<file path="src/rtl/mmio_pkg.sv">
// Shared definitions for the MMIO responder: handshake states, register
// offsets, STATUS bit layout and the byte-enable merge helper.
package mmio_pkg;

  typedef enum logic [0:0] {
    IDLE = 1'b0,
    RESP = 1'b1
  } state_e;

  localparam logic [7:0] OFF_OUT      = 8'h00;
  localparam logic [7:0] OFF_CYCLE_LO = 8'h04;
  localparam logic [7:0] OFF_CYCLE_HI = 8'h08;
  localparam logic [7:0] OFF_TIMECMP  = 8'h0C;
  localparam logic [7:0] OFF_STATUS   = 8'h10;
  localparam logic [7:0] OFF_SCRATCH  = 8'h14;

  localparam int STATUS_PENDING_BIT = 0;

  // Replace each byte lane of old_v whose enable is set with the lane from new_v.
  function automatic logic [31:0] be_merge(input logic [31:0] old_v,
                                           input logic [31:0] new_v,
                                           input logic [3:0]  be);
    logic [31:0] res;
    res = old_v;
    for (int b = 0; b < 4; b++) begin
      if (be[b]) begin
        res[b*8 +: 8] = new_v[b*8 +: 8];
      end else begin
        res[b*8 +: 8] = old_v[b*8 +: 8];
      end
    end
    return res;
  endfunction

endpackage

</file>
<file path="src/rtl/cycle_counter.sv">
// Free-running 64-bit cycle counter with a HI-word shadow that is captured
// whenever the LO word is read, so software sees a coherent 64-bit value.
module cycle_counter (
  input  logic        clk,
  input  logic        rst_n,
  input  logic        snapshot,
  output logic [63:0] cycle,
  output logic [31:0] hi_shadow
);

  logic [63:0] cycle_r;
  logic [31:0] hi_r;

  // Count every cycle; capture the pre-edge HI word on a snapshot request.
  always_ff @(posedge clk or negedge rst_n) begin
    if (!rst_n) begin
      cycle_r <= 64'd0;
      hi_r    <= 32'd0;
    end else begin
      cycle_r <= cycle_r + 64'd1;
      if (snapshot) begin
        hi_r <= cycle_r[63:32];
      end else begin
        hi_r <= hi_r;
      end
    end
  end

  assign cycle     = cycle_r;
  assign hi_shadow = hi_r;

endmodule

</file>
<file path="src/rtl/mmio_responder.sv">
// LSU-facing MMIO target: address decode, request/response handshake and the
// register file (board output, timer compare/status, scratch).
module mmio_responder
  import mmio_pkg::*;
#(
  parameter int          ADDR_W      = 12,
  parameter int          OUT_W       = 9,
  parameter logic [31:0] TIMECMP_RST = 32'hFFFF_FFFF
) (
  input  logic              clk,
  input  logic              rst_n,
  input  logic              req_valid,
  output logic              req_ready,
  input  logic              req_we,
  input  logic [ADDR_W-1:0] req_addr,
  input  logic [31:0]       req_wdata,
  input  logic [3:0]        req_be,
  output logic              rsp_valid,
  input  logic              rsp_ready,
  output logic [31:0]       rsp_rdata,
  output logic              rsp_err,
  output logic [OUT_W-1:0]  out_port,
  output logic              timer_irq
);

  state_e            state_r;
  logic [OUT_W-1:0]  out_r;
  logic [31:0]       timecmp_r;
  logic [31:0]       scratch_r;
  logic              pending_r;
  logic              rsp_valid_r;
  logic              rsp_err_r;
  logic [31:0]       rsp_rdata_r;

  logic [63:0]       cycle_s;
  logic [31:0]       hi_shadow_s;
  logic              req_ready_s;
  logic              accept_s;
  logic              sel_out_s, sel_cyclo_s, sel_cychi_s;
  logic              sel_timecmp_s, sel_status_s, sel_scratch_s;
  logic              err_s;
  logic              wr_ok_s;
  logic              snapshot_s;
  logic              clear_s;
  logic              match_s;
  logic [31:0]       rdata_s;
  logic [OUT_W-1:0]  out_next_s;

  // The responder is ready in IDLE, or in RESP when the current response drains.
  always_comb begin
    req_ready_s = 1'b0;
    case (state_r)
      IDLE:    req_ready_s = rst_n;
      RESP:    req_ready_s = rst_n & rsp_ready;
      default: req_ready_s = 1'b0;
    endcase
  end

  // Full-address decode; any upper address bit set is unmapped.
  always_comb begin
    sel_out_s     = (req_addr == ADDR_W'(OFF_OUT));
    sel_cyclo_s   = (req_addr == ADDR_W'(OFF_CYCLE_LO));
    sel_cychi_s   = (req_addr == ADDR_W'(OFF_CYCLE_HI));
    sel_timecmp_s = (req_addr == ADDR_W'(OFF_TIMECMP));
    sel_status_s  = (req_addr == ADDR_W'(OFF_STATUS));
    sel_scratch_s = (req_addr == ADDR_W'(OFF_SCRATCH));
    err_s = (req_addr[1:0] != 2'b00) |
            ~(sel_out_s | sel_cyclo_s | sel_cychi_s |
              sel_timecmp_s | sel_status_s | sel_scratch_s);
    accept_s   = req_valid & req_ready_s;
    wr_ok_s    = accept_s & req_we & ~err_s;
    snapshot_s = accept_s & ~req_we & ~err_s & sel_cyclo_s;
    clear_s    = wr_ok_s & sel_status_s & req_be[0] & req_wdata[STATUS_PENDING_BIT];
    match_s    = (cycle_s[31:0] == timecmp_r);
    out_next_s = OUT_W'(be_merge(32'(out_r), req_wdata, req_be));
  end

  // Load data from pre-edge register values; stores and errors return zero.
  always_comb begin
    rdata_s = 32'd0;
    if (err_s || req_we) begin
      rdata_s = 32'd0;
    end else if (sel_out_s) begin
      rdata_s = 32'(out_r);
    end else if (sel_cyclo_s) begin
      rdata_s = cycle_s[31:0];
    end else if (sel_cychi_s) begin
      rdata_s = hi_shadow_s;
    end else if (sel_timecmp_s) begin
      rdata_s = timecmp_r;
    end else if (sel_status_s) begin
      rdata_s = 32'(pending_r) << STATUS_PENDING_BIT;
    end else if (sel_scratch_s) begin
      rdata_s = scratch_r;
    end else begin
      rdata_s = 32'd0;
    end
  end

  cycle_counter u_cnt (
    .clk       (clk),
    .rst_n     (rst_n),
    .snapshot  (snapshot_s),
    .cycle     (cycle_s),
    .hi_shadow (hi_shadow_s)
  );

  // Handshake FSM and registered response; a stalled response holds its data.
  always_ff @(posedge clk or negedge rst_n) begin
    if (!rst_n) begin
      state_r     <= IDLE;
      rsp_valid_r <= 1'b0;
      rsp_rdata_r <= 32'd0;
      rsp_err_r   <= 1'b0;
    end else if (accept_s) begin
      state_r     <= RESP;
      rsp_valid_r <= 1'b1;
      rsp_rdata_r <= rdata_s;
      rsp_err_r   <= err_s;
    end else if ((state_r == RESP) && rsp_ready) begin
      state_r     <= IDLE;
      rsp_valid_r <= 1'b0;
      rsp_rdata_r <= 32'd0;
      rsp_err_r   <= 1'b0;
    end else begin
      state_r     <= state_r;
      rsp_valid_r <= rsp_valid_r;
      rsp_rdata_r <= rsp_rdata_r;
      rsp_err_r   <= rsp_err_r;
    end
  end

  // Register file writes; a timer match outranks a simultaneous W1C clear.
  always_ff @(posedge clk or negedge rst_n) begin
    if (!rst_n) begin
      out_r     <= '0;
      timecmp_r <= TIMECMP_RST;
      scratch_r <= 32'd0;
      pending_r <= 1'b0;
    end else begin
      if (wr_ok_s && sel_out_s) begin
        out_r <= out_next_s;
      end else begin
        out_r <= out_r;
      end
      if (wr_ok_s && sel_timecmp_s) begin
        timecmp_r <= be_merge(timecmp_r, req_wdata, req_be);
      end else begin
        timecmp_r <= timecmp_r;
      end
      if (wr_ok_s && sel_scratch_s) begin
        scratch_r <= be_merge(scratch_r, req_wdata, req_be);
      end else begin
        scratch_r <= scratch_r;
      end
      if (match_s) begin
        pending_r <= 1'b1;
      end else if (clear_s) begin
        pending_r <= 1'b0;
      end else begin
        pending_r <= pending_r;
      end
    end
  end

  assign req_ready = req_ready_s;
  assign rsp_valid = rsp_valid_r;
  assign rsp_rdata = rsp_rdata_r;
  assign rsp_err   = rsp_err_r;
  assign out_port  = out_r;
  assign timer_irq = pending_r;

endmodule
</file>
<file path="config.mk">
export PLATFORM = sky130hd
export DESIGN_NAME = mmio_responder
export DESIGN_NICKNAME = d
export VERILOG_FILES = /design/src/rtl/mmio_pkg.sv /design/src/rtl/cycle_counter.sv /design/src/rtl/mmio_responder.sv
export SDC_FILE = /design/constraint.sdc
export NUM_CORES = 1
export LEC_CHECK = 0
export CORE_UTILIZATION = 62
export CTS_CLUSTER_DIAMETER = 100
export DETAILED_ROUTE_END_ITERATION = 8
export GPL_ROUTABILITY_DRIVEN = 0
export GPL_TIMING_DRIVEN = 0
export PLACE_DENSITY = 0.95
export SLEW_MARGIN = 20
export SYNTH_ARGS = -nofsm -noshare
export SYNTH_HDL_FRONTEND = slang
export SYNTH_SLANG_ARGS = --single-unit
export TNS_END_PERCENT = 100
</file>
<file path="constraint.sdc">
create_clock -name clk -period 3.9 [get_ports clk]
set_input_delay 0.585 -clock clk [delete_from_list [all_inputs] [get_ports clk]]
set_output_delay 0.585 -clock clk [all_outputs]
set_load 0.01 [all_outputs]
</file>
==> qor.yml, run 1 <==
worst_setup_path:
  crit_path_max_fanout: 10
  critPathLaunchType: "primary input"
  worst_r2r_path_depth: 8
  path_depth: 7
  worstPathRequired_ns: 4.28
  worstSetupPathType: "in2reg"
  cp_top_family: "buffers and inverters"
  reg2reg_slack_ns: 1.07
  startpoint: "req_addr[3]"
  r2r_end: "u_cnt.cycle[62]"
  crit_chain: "clkdlybuf4s50_1 -> clkbuf_1 -> nor3b_1 -> clkbuf_1 -> a22o_1 -> o21ai_0 -> o21ai_0"
  cp-end-kind: "register"
  critPathSlowestCell: "nor3b_1"
  crit_path_max_incr_delay_ns: 1.00
  crit_end: "rsp_rdata[15]"
  crit_arrival_ns: 3.80
  timing.rr.start: "u_cnt.cycle[9]"
  crit_buf_inv: 3
timing:
  min_period_over_period: 0.878
  relSlewSlack: 0.219
  finalMaxSlewViolations: 0
  fin_skew_ns: 0.0165
  finalSetupViolCount: 0
  worst_pin_slew_ns: 1.17
  whs_ns: -0.00432
  min_period_ns: 3.42
  fmax_mhz: 292
  timing.final.ws_setup_ns: 0.477
  rsz0062_at_grt: "false"
  hold_violations: 2
synth:
  synth_warnings: 0
  synth_seq_area_share: 0.518
  syn_inst: 909
  synthSimpleGateAreaFrac: 0.153
  avgSynthCellArea_sq_um: 10.9
  synth_xor_area_frac: 0.0829
  synth_common_cells: "172 x dfrtp_1, 75 x xnor2_1, 73 x o21ai_0, 59 x mux2_2, 59 x nand3_1"
  synth_nets: 963
  synth-seq-cells: 204
  synth_mux_area_frac: 0.112
  yosysUniqueCellTypes: 48
  syn_area_sq_um: 9930
  netlist.area_leader.share: 0.433
  yosysTopAreaCell: "dfrtp_1"
  synthTopCellsByArea: "dfrtp_1 43%, dfstp_2 8.5%, mux2_2 6.7%"
  synth_edf_count: 0
  yosys_most_used_dff: "dfrtp_1"
  async_flop_share: 1.00
  synthAdderAreaFrac: 0.00126
  synth_top_family_by_area: "simple AND/OR/NAND/NOR gates"
  synth.most_common_cell: "dfrtp_1"
  synth_compound_area_frac: 0.0960
layout:
  fillers: 922
  antenna_cells: 0
  area_delta_synth_final_pct: 19.4
  nNetsFinal: 1082
  drive_gt1_frac: 0.168
  ff_latch_area_sq_um: 5140
  final_cell_count_no_fill: 1253
  multi_input_area_sq_um: 4440
floorplan:
  dieHeight_um: 129
  core-area_sq_um: 15400
  placementRows: 45
  dieArea_sq_um: 16500
  pin_count: 98
  die_w_um: 129
  initial_utilization: 0.644
detailed_routing:
  vias: 8029
  routedWlPerCell_um: 21.9
  drt_iter0_drc: 1045
  drt_first_pass_iters: 7
  vias_per_cell: 6.41
  wl_mm: 27.5
  ant_nets: 0
  drc: 0
run_status:
  status: "finished, violations left"
  violations: "hold timing"
global_route:
  track_usage: 0.347
  antenna_found_initial: 0
  grt_pass1_wl_mm: 43.9
  grt_max_degree: 91
  first_global_vias: 8146
  grt-ovfl-total: 0
clocking:
  post_cts_resized: 0
  hold_buffers: 0
  tritoncts: "done"
  cts_num_sinks: 204
  cts_buffers: 21
  post-cts-setup-buffers: 0
  clk_pin_slew_ns: 0.06
  clk_path_buf_depth: 3
  clk_latency_ns: 0.50
  cts_root_buf: "clkbuf_16"
  cts_max_level: 1
pwr:
  power_frac_seq: 0.497
  netSwitchingFraction: 0.226
  switchingPower_mw: 0.964
  finalPower_mw: 4.27
  p_leak_nw: 5.39
  power_frac_comb: 0.059
  p_per_area_nw_per_um2: 360
  p_int_mw: 3.31
  p_clk_frac: 0.444
  irDropWorstVdd_mv: 0.286
hold_path:
  hp-class: "in2async"
placed_design:
  portBuffers: 94
  dpl.hpwl_mm: 19.4
  placed_cells: 1216
  dp_slack_ns: 0.270
flow_run:
  max_cap_violations: 0
## stage by stage
step                       util  hold slack, ns  area [sq um]  setup TNS, ns
after detailed placement  0.726           0.463         11200              0
after global placement    0.722           0.457         11100       -2048.97
final                     0.768        -0.00432         11900              0
after CTS                 0.768         0.00830         11800              0
after global routing      0.768          0.0258         11900              0
after floorplan               -           0.289          9930              0
## area by class of cell
cell class | instances | share of cell area
Buffer | 60 | 0.0217
Tap cell | 211 | 0.0223
Clock buffer | 32 | 0.0520
Timing Repair Buffer | 96 | 0.0845
Sequential cell | 204 | 0.434
Inverter | 27 | 0.00855
Multi-Input combinational cell | 618 | 0.375
Clock inverter | 5 | 0.00211
## layout by cell type (no fill, tap or decap), types with 12 or more instances in the layout
| cell type | n |
|---|---|
| nand3_1 | 59 |
| mux2_2 | 59 |
| o21ai_0 | 73 |
| xor2_1 | 19 |
| and4_1 | 12 |
| mux2_4 | 30 |
| clkbuf_16 | 21 |
| xnor2_1 | 75 |
| dfrtp_1 | 172 |
| and3_1 | 16 |
| nor2b_1 | 24 |
| o22ai_1 | 23 |
| clkdlybuf4s50_1 | 93 |
| a22o_1 | 24 |
| nand4_1 | 28 |
| nor2_1 | 36 |
| dfstp_2 | 32 |
| nor3_1 | 15 |
| clkbuf_1 | 52 |
| nand2_1 | 52 |
| inv_1 | 27 |
## worst min path at each step
stage	startpoint	endpoint	slack, ns	depth (start not counted)
2_1_floorplan	rst_n	out_port[0]	0.29	0
3_3_place_gp	u_cnt.cycle[63]	u_cnt.cycle[63]	0.46	1
3_5_place_dp	u_cnt.cycle[63]	u_cnt.cycle[63]	0.46	1
4_1_cts	rst_n	rsp_valid	0.008	1
5_1_grt	rst_n	rsp_valid	0.03	1
6_report	rst_n	rsp_valid	-0.004	1
## worst register-to-register path, cell delays in order (launching register included)
cell and delay [ns]:
dfrtp_1 0.33, buf_2 0.21, and4_1 0.22, buf_2 0.17, nand4_1 0.44, nor4b_2 0.63, buf_2 0.39, nand4_1 0.16
xnor2_1 0.16
## kinds of logic after synthesis
| kind of cell | after synthesis |
|---|---|
| flops | 204 |
| buf+inv | 87 |
| mux | 89 |
| fa+ha+maj | 1 |
| compound gates | 154 |
| xor+xnor | 94 |
| simple gates | 280 |
## power by group through the flow
| stage | logic (mW) | registers, mW | clock network [mW] |
|---|---|---|---|
| after global placement | 0.230 | 2.16 | 0 |
| after detailed placement | 0.244 | 2.16 | 0 |
| after CTS | 0.247 | 2.12 | 1.90 |
| after floorplan | 0.0882 | 2.16 | 0 |
| final | 0.251 | 2.12 | 1.90 |
| after global routing | 0.270 | 2.12 | 2.00 |
## metal layers
layer	global-route usage	share of wire
met1	0.445	0.38
met2	0.569	0.47
met3	0.0669	0.097
met4	0.176	0.054
met5	0	0
## state kept, by name, summed over array words and instances, names as in the netlist
name / count
u_cnt.cycle: 64
rsp_rdata: 32
scratch_r: 32
timecmp_r: 32
u_cnt.hi_shadow: 32
out_port: 9
rsp_err: 1
rsp_valid: 1
timer_irq: 1
Note: power is estimated with default switching activity, not from simulation.
==> run 2: changes to the inputs <==
--- a/config.mk
+++ b/config.mk
@@ -7,3 +7,3 @@
 export LEC_CHECK = 0
-export CORE_UTILIZATION = 62
+export CORE_UTILIZATION = 57
 export CTS_CLUSTER_DIAMETER = 100
@@ -12,3 +12,3 @@
 export GPL_TIMING_DRIVEN = 0
-export PLACE_DENSITY = 0.95
+export PLACE_DENSITY = 0.91
 export SLEW_MARGIN = 20
==> constraint.sdc (replaced) <==
create_clock -name clk -period 3.33 [get_ports clk]
set_input_delay 0.999 -clock clk [delete_from_list [all_inputs] [get_ports clk]]
set_output_delay 0.999 -clock clk [all_outputs]
set_load 0.01 [all_outputs]
==> qor.yml, run 2 (synthesis results as in run 1) <==
run_status:
  status: "completed"  # was finished, violations left
floorplan:
  die_w_um: 134  # was 129 um
  dieArea_sq_um: 18000  # was 16500 sq um
  dieHeight_um: 134  # was 129 um
  pin_count: 98  # unchanged
  placementRows: 47  # was 45
  initial_utilization: 0.590  # was 0.644
  core-area_sq_um: 16800  # was 15400 sq um
worst_setup_path:
  crit_path_max_fanout: 4  # was 10
  crit_path_max_incr_delay_ns: 0.52  # was 1.00 ns
  critPathSlowestCell: "clkdlybuf4s50_1"  # was nor3b_1
  cp_top_family: "buffers and inverters"  # unchanged
  crit_arrival_ns: 2.29  # was 3.80 ns
  critPathLaunchType: "primary input"  # unchanged
  startpoint: "rsp_ready"  # was req_addr[3]
  timing.rr.start: "u_cnt.cycle[5]"  # was u_cnt.cycle[9]
  worstPathRequired_ns: 2.33  # was 4.28 ns
  cp-end-kind: "output pin"  # was register
  crit_buf_inv: 2  # was 3
  cp_common_cell: "clkdlybuf4s50_1"
  worstSetupPathType: "in2out"  # was in2reg
  crit_chain: "clkdlybuf4s50_1 -> nand2b_4 -> and2_1 -> clkdlybuf4s50_1"  # was clkdlybuf4s50_1 -> clkbuf_1 -> nor3b_1 -> clkbuf_1 -> a22o_1 -> o21ai_0 -> o21ai_0
timing:
  finalSetupViolCount: 0  # unchanged
  min_period_ns: 3.28
  hold_violations: 0  # was 2
  fin_skew_ns: 0.0146  # was 0.0165 ns
  timing.final.ws_setup_ns: 0.0457  # was 0.477 ns
  whs_ns: 0.355  # was -0.00432 ns
  fmax_mhz: 304
  worst_pin_slew_ns: 0.925  # was 1.17 ns
  relSlewSlack: 0.378  # was 0.219
  finalMaxSlewViolations: 0  # unchanged
  min_period_over_period: 0.986
layout:
  drive_gt1_frac: 0.177  # was 0.168
  fillers: 1099  # was 922
  antenna_cells: 0  # unchanged
  postLayoutCellArea_sq_um: 12000  # was 11900 sq um
  nNetsFinal: 1086  # was 1082
  mostFrequentLayoutCell: "dfrtp_1"  # unchanged
  area_delta_synth_final_pct: 20.8  # was 19.4%
  final_cell_count_no_fill: 1268  # was 1253
  largest_reg_flops: 64  # unchanged
  layout_common_cells: "172 x dfrtp_1, 93 x clkdlybuf4s50_1, 75 x xnor2_1, 73 x o21ai_0"  # unchanged
global_route:
  top_usage_layer: "met2"  # unchanged
  met1_usage: 0.396  # was 0.445
  grt_util_met2: 0.517  # was 0.569
  grt_max_degree: 101  # was 91
  first_global_vias: 8047  # was 8146
  track_usage: 0.314  # was 0.347
  met3_usage: 0.0631  # was 0.0669
  grt_pass1_wl_mm: 43.4  # was 43.9 mm
  antenna_found_initial: 1  # was 0
  grt-ovfl-total: 0  # unchanged
hold_path:
  hp-class: "in2async"  # unchanged
placed_design:
  placed_cells: 1225  # was 1216
  postPlaceCellArea_sq_um: 11200  # about the same
  dpl.hpwl_mm: 19.1  # was 19.4 mm
  portBuffers: 94  # unchanged
  dp_slack_ns: -0.695  # was 0.270 ns
flow_run:
  max_cap_violations: 0  # unchanged
clocking:
  hold_buffers: 0  # unchanged
  clk_path_buf_depth: 3  # unchanged
  cts_num_sinks: 204  # unchanged
  clk_pin_slew_ns: 0.06  # about the same
  cts_root_buf: "clkbuf_16"  # unchanged
  cts_max_level: 1  # unchanged
  tritoncts: "done"  # unchanged
  cts_buffers: 22  # was 21
  clk_latency_ns: 0.51  # was 0.50 ns
detailed_routing:
  drt_first_pass_iters: 5  # was 7
  drc: 0  # unchanged
  vias: 8027  # was 8029
  drt_iter0_drc: 752  # was 1045
  ant_nets: 0  # unchanged
  routedWlPerCell_um: 22.0  # was 21.9 um
  wl_mm: 27.9  # was 27.5 mm
  vias_per_cell: 6.33  # was 6.41
pwr:
  irDropWorstVdd_mv: 0.304  # was 0.286 mV
  p_leak_nw: 5.47  # was 5.39 nW
  p_per_area_nw_per_um2: 427  # was 360 nW/um^2
  finalPower_mw: 5.13  # was 4.27 mW
==> run 2: metrics by stage <==
step,setup TNS [ns],util
after floorplan,0,-
after global placement,-2417.55,0.663
after detailed placement,-54.94,0.667
after CTS,0,0.711
after global routing,-0.179,0.713
final,0,0.713
==> run 2: power by group <==
group	leakage (nW)	internal (mW)	switching, mW	total, mW
clock network	0.344	1.35	0.980	2.33
registers	2.72	2.48	0.00382	2.49
logic	2.40	0.124	0.181	0.305
total	5.47	3.96	1.16	5.13
==> run 2: worst paths after layout <==
check / slack [ns] / depth (start not counted) / end
setup reg to reg: 0.36 / 8 / u_cnt.cycle[38]
hold / removal: 0.36 / 1 / rsp_err
setup / recovery: 0.05 / 4 / req_ready
max in group asynchronous: 2.17 / 2 / timecmp_r[28]
min in group clk: 0.48 / 1 / u_cnt.cycle[63]
hold reg to reg: 0.48 / 1 / u_cnt.cycle[63]
==> run 2: routing by layer <==
metal / vias up / wire length [um]
met5: - / 0
li1: 3471 / -
met4: 0 / 1300
met2: 473 / 13400
met3: 101 / 2350
met1: 3982 / 10900
==> run 2: final cells by class <==
type	instances	area [sq um]	share of cell area
flip-flops and latches	204	5140	0.429
multi-input cells	618	4470	0.373
repair buffers	99	1050	0.0878
clock buffers	33	653	0.0545
well taps	220	275	0.0230
plain buffers	60	260	0.0217
inverters	27	101	0.00845
clock inverters	7	33.8	0.00282
==> run 2: worst reg2reg max path, stage by stage (launching register included) <==
cell      delay, ns
dfrtp_1        0.32
buf_2          0.19
and4_1         0.22
clkbuf_1       0.38
nand3_1        0.33
nor4b_2        0.67
buf_2          0.40
nand3_1        0.14
xnor2_1        0.22
==> run 2: repair_timing <==
item	in CTS	in global routing
pin swaps	0	1
setup endpoints to repair	44	69
gates resized for setup	2	8
buffers inserted	0	2
cloned	1	0
endpoints found under the hold margin	0	0
==> run 3: changes to the inputs <==
Settings changed: GPL_ROUTABILITY_DRIVEN 0 to unset.
==> results of run 3 <==
No change in the layout: final DEF, timing and power equal those of run 2.
